<file path="config.mk">
export PLATFORM = sky130hd
export DESIGN_NAME = neuron_seq
export DESIGN_NICKNAME = d
export VERILOG_FILES = /design/src/rtl/neuron_seq.sv
export SDC_FILE = /design/constraint.sdc
export NUM_CORES = 1
export LEC_CHECK = 0
export BUFFER_PORTS_ARGS = -buffer_cell sky130_fd_sc_hd__buf_2
export CAP_MARGIN = 20
export CORE_MARGIN = 1.5
export CORE_UTILIZATION = 55
export DETAILED_ROUTE_END_ITERATION = 10
export GPL_ROUTABILITY_DRIVEN = 0
export PLACE_DENSITY = 0.83
export SLEW_MARGIN = 25
export SYNTH_ARGS = -nofsm -noshare
export SYNTH_HDL_FRONTEND = slang
export SYNTH_SLANG_ARGS = --single-unit
export TNS_END_PERCENT = 20
</file>
<file path="constraint.sdc">
create_clock -name clk -period 11.1 [get_ports clk]
set_input_delay 1.11 -clock clk [delete_from_list [all_inputs] [get_ports clk]]
set_output_delay 1.11 -clock clk [all_outputs]
set_load 0.05 [all_outputs]
</file>
<file path="src/rtl/neuron_seq.sv">
// Sequential single neuron: bias plus N_IN weighted samples, Q1.6 saturating accumulate.
// Optional ReLU on the output when NEURON_SEQ_RELU_EN is defined.
module neuron_seq #(
    parameter int unsigned N_IN = 4,
    parameter int unsigned AW   = 2
) (
    input  logic          clk,
    input  logic          rst,
    input  logic          w_we,
    input  logic [AW-1:0] w_addr,
    input  logic [7:0]    w_data,
    input  logic [7:0]    bias,
    input  logic          start,
    input  logic          x_valid,
    output logic          x_ready,
    input  logic [7:0]    x_data,
    output logic          y_valid,
    input  logic          y_ready,
    output logic [7:0]    y_data,
    output logic          sat_flag,
    output logic          busy
);

    typedef enum logic [1:0] {StIdle, StAcc, StDone} state_e;

    state_e          state_q, state_d;
    logic [7:0]      acc_q, acc_d;
    logic [AW-1:0]   idx_q, idx_d;
    logic            sat_q, sat_d;
    logic [7:0]      w_q [N_IN];
    logic [7:0]      w_d [N_IN];

    logic [7:0]        w_sel;
    logic signed [15:0] prod;
    logic [7:0]        m;
    logic [8:0]        s;
    logic [7:0]        step_res;
    logic              step_sat;
    logic [7:0]        y_res;
    logic              unused_prod_bits;

    // Out-of-range addresses match no entry and are dropped.
    always_comb begin
        w_d = w_q;
        for (int i = 0; i < int'(N_IN); i++) begin
            if (w_we && (w_addr == AW'(i))) begin
                w_d[i] = w_data;
            end
        end
    end

    always_comb begin
        w_sel = '0;
        for (int i = 0; i < int'(N_IN); i++) begin
            if (idx_q == AW'(i)) begin
                w_sel = w_q[i];
            end
        end
        prod = 16'($signed(w_sel)) * 16'($signed(x_data));
        // Sign comes from operand signs, magnitude bits from the Q2.12 product.
        m    = {w_sel[7] ^ x_data[7], prod[12:6]};
        s    = {m[7], m} + {acc_q[7], acc_q};
        unique case (s[8:7])
            2'b01: begin
                step_res = 8'h7F;
                step_sat = 1'b1;
            end
            2'b10: begin
                step_res = 8'h80;
                step_sat = 1'b1;
            end
            default: begin
                step_res = s[7:0];
                step_sat = 1'b0;
            end
        endcase
    end

    assign unused_prod_bits = ^{prod[15:13], prod[5:0]};

    always_comb begin
        state_d = state_q;
        acc_d   = acc_q;
        idx_d   = idx_q;
        sat_d   = sat_q;
        unique case (state_q)
            StIdle: begin
                if (start) begin
                    acc_d   = bias;
                    idx_d   = '0;
                    sat_d   = 1'b0;
                    state_d = StAcc;
                end
            end
            StAcc: begin
                if (x_valid) begin
                    acc_d = step_res;
                    sat_d = sat_q | step_sat;
                    idx_d = idx_q + 1'b1;
                    if (idx_q == AW'(N_IN - 1)) begin
                        state_d = StDone;
                    end
                end
            end
            StDone: begin
                if (y_ready) begin
                    state_d = StIdle;
                end
            end
            default: state_d = StIdle;
        endcase
    end

    always_ff @(posedge clk) begin
        if (rst) begin
            state_q <= StIdle;
            acc_q   <= '0;
            idx_q   <= '0;
            sat_q   <= 1'b0;
            for (int i = 0; i < int'(N_IN); i++) begin
                w_q[i] <= '0;
            end
        end else begin
            state_q <= state_d;
            acc_q   <= acc_d;
            idx_q   <= idx_d;
            sat_q   <= sat_d;
            w_q     <= w_d;
        end
    end

`ifdef NEURON_SEQ_RELU_EN
    assign y_res = acc_q[7] ? 8'h00 : acc_q;
`else
    assign y_res = acc_q;
`endif

    assign x_ready  = (state_q == StAcc);
    assign y_valid  = (state_q == StDone);
    assign busy     = (state_q != StIdle);
    assign y_data   = (state_q == StDone) ? y_res : 8'h00;
    assign sat_flag = (state_q == StDone) ? sat_q : 1'b0;

endmodule

</file>
==> metrics.csv <==
metric;value;unit
Die Span Y;93.2;um
worst stage delay on the critical path;0.58;ns
placed cell count;647;
GRT overflow;0;
Crit. End Element;register;
worst skew pair latency;0.30;ns
ANT nets after route;0;
Slew Limit Fails;0;
Setup-failing EPs final;0;
Port Buf Inserts;43;
most frequent cell after synthesis;inv_1;
fin cells;655;
final hold vios;0;
Clock Path Buffers;2;
total CTS buffers;5;
syn_area_per_cell;8.63;um2
row count;32;
Detailed Route Iter0 Violations;151;
post-synthesis sequential area ratio;0.201;
Final period util;0.763;
global-route wire length before repair;16500;um
worst vdd ir;0.0803;mV
final instance area;0.00488;mm2
Slew @ Worst Pin;0.859;ns
# DRC;0;
number of synthesized register bits;45;
area of the multi-input gates;0.00325;mm2
post-synth top area cell;dfxtp_1;
# H-tree levels;2;
Util after Layout;0.625;
Detailed Place HPWL;7710;um
DRT Wirelength;9700;um
required time of the critical path;11.33;ns
slack of the critical path;2.63;ns
Commonest cells post-synth;inv_1, nor2_1, dfxtp_1;
Post-synth EDFFs;0;
Reg2Reg Launch Point;idx_q[0];
Clock Power Share;0.223;
CP dominant cell by count;a21oi_1;
dpl ws;2.79;ns
WL/cell;14.8;um
clk root buf;clkbuf_8;
1st-pass router iterations;4;
P&R area growth vs syn;8.91;%
R2R Setup Slk;2.63;ns
Synth top area share;0.201;
Initial Util;0.574;
status;complete, no violations;
hold slack;0.477;ns
CTS tree;built;
crit-path max FO;16;
fmax;118;MHz
Net Sw Power;228;uW
r2r worst-path depth;32;
Fillers;684;
pwr dens;120;mW/mm2
Switching Share;0.389;
Synth warnings;0;
core area;0.00781;mm2
largest cells by area after synthesis;dfxtp_1, fa_1, ha_1, mux2i_1, inv_1;
vias in the first global route;3658;
RSZ-0062 raised after global routing;false;
post-CTS setup buffers;0;
clk_skew;0.0128;ns
total track usage;0.236;
Pwr Total;587;uW
total die area;0.00869;mm2
Int Pwr;359;uW
crit path launch;idx_q[0];
post_cts resized;0;
Cell Area, Placed;0.00476;mm2
Worst Setup Path Type;reg -> reg;
Async SR Flop Fraction;0;
crit path time final;8.47;ns
syn_nets;631;
nets;664;
capturing point of the worst reg2reg path;acc_q[3];
max-cap violation count;0;
hold buffers post-CTS;0;
CP Capture Point;acc_q[3];
largest net degree at the start of global routing;46;
Slew HR;0.427;
Antenna Cells;0;
HP Class;reg -> reg;
clk slew on worst S/H paths;0.10;ns
CP arrival;8.70;ns
Chip Width;93.2;um
layout cells sized above 1;0.110;
vias per inst;5.46;
slowest CP cell;a21oi_1;
via count;3578;
Worst Setup Start Kind;register;
Ports;44;
Leakage;2.38;nW
Flop pwr share;0.304;
Top FF cell, synth;dfxtp_1;
post-synthesis cell area;0.00448;mm2
synthesized instance count;519;
antenna violations before repair;0;
Cell variety after synth;45;
final setup TNS;0;ns
share of total power in combinational logic;0.472;
Reg area;901;um2
# clock sinks;45;
-- kinds of logic (layout without fill, tap and decap cells) --
kind of cell,Yosys count,count (layout),synth area share
compound gates,66,66,0.0928
xor+xnor,22,22,0.0478
fa+ha+maj,80,80,0.294
buf+inv,87,121,0.0740
flops,45,45,0.201
mux,34,34,0.0760
simple gates,185,185,0.214
-- layer usage --
layer	up-vias	routed length [um]	GRT usage
li1	1734	-	-
met2	80	5060	0.423
met4	0	174	0.0694
met5	-	0	0
met1	1747	4120	0.290
met3	17	346	0.0382
-- worst min-delay path by stage --
stage / slack, ns / cells past startpoint / start / end
finish: 0.48 / 1 / state_q[1] / state_q[0]
global route: 0.50 / 1 / state_q[1] / state_q[0]
CTS: 0.47 / 1 / state_q[1] / state_q[0]
detailed placement: 0.46 / 1 / state_q[1] / state_q[0]
global placement: 0.44 / 1 / state_q[1] / state_q[0]
floorplan: 0.43 / 1 / state_q[1] / state_q[0]
-- cell usage in the layout (no fill, tap or decap), types with 3 or more instances in the layout --
master and n:
a211oi_1 5, a21o_1 3, a21oi_1 38, and2_1 18, buf_2 43, clkbuf_8 5
dfxtp_1 45, fa_1 42, ha_1 38, inv_1 68, mux2i_1 34, nand2_1 23
nand2b_1 14, nand3_1 4, nand3b_1 8, nor2_1 59, nor2b_1 40, nor3_1 9
o21ai_0 3, xnor2_1 14, xor2_1 6
-- worst max-delay path, delay by kind of cell, from the launching register on --
family                   cells  cell delay (ns)
AO/OA/AOI/OAI                8             1.37
adder cells (fa/ha/maj)      8             3.67
flip-flops                   1             0.42
XOR/XNOR                     2             0.52
buffers and inverters        3             0.14
AND/OR/NAND/NOR             11             2.27
-- power by group through the flow --
stage | sequential [mW] | clock, mW | combinational [mW]
global route | 0.180 | 0.137 | 0.312
floorplan | 0.180 | 0 | 0.217
global placement | 0.182 | 0 | 0.264
CTS | 0.179 | 0.132 | 0.277
finish | 0.179 | 0.131 | 0.277
detailed placement | 0.182 | 0 | 0.275
-- sequential cells by signal, summed over array words and instances, names as in the netlist --
| signal | flops |
|---|---|
| idx_q | 2 |
| w_q | 32 |
| state_q | 2 |
| sat_q | 1 |
| acc_q | 8 |
-- layout make-up --
cell class	count	area share
multi-input cells	387	0.665
flip-flops and latches	45	0.185
inverters	68	0.0523
repair buffers	45	0.0472
well taps	102	0.0262
clock buffers	5	0.0141
clock inverters	3	0.0100
(Power assumes the default switching activity.)
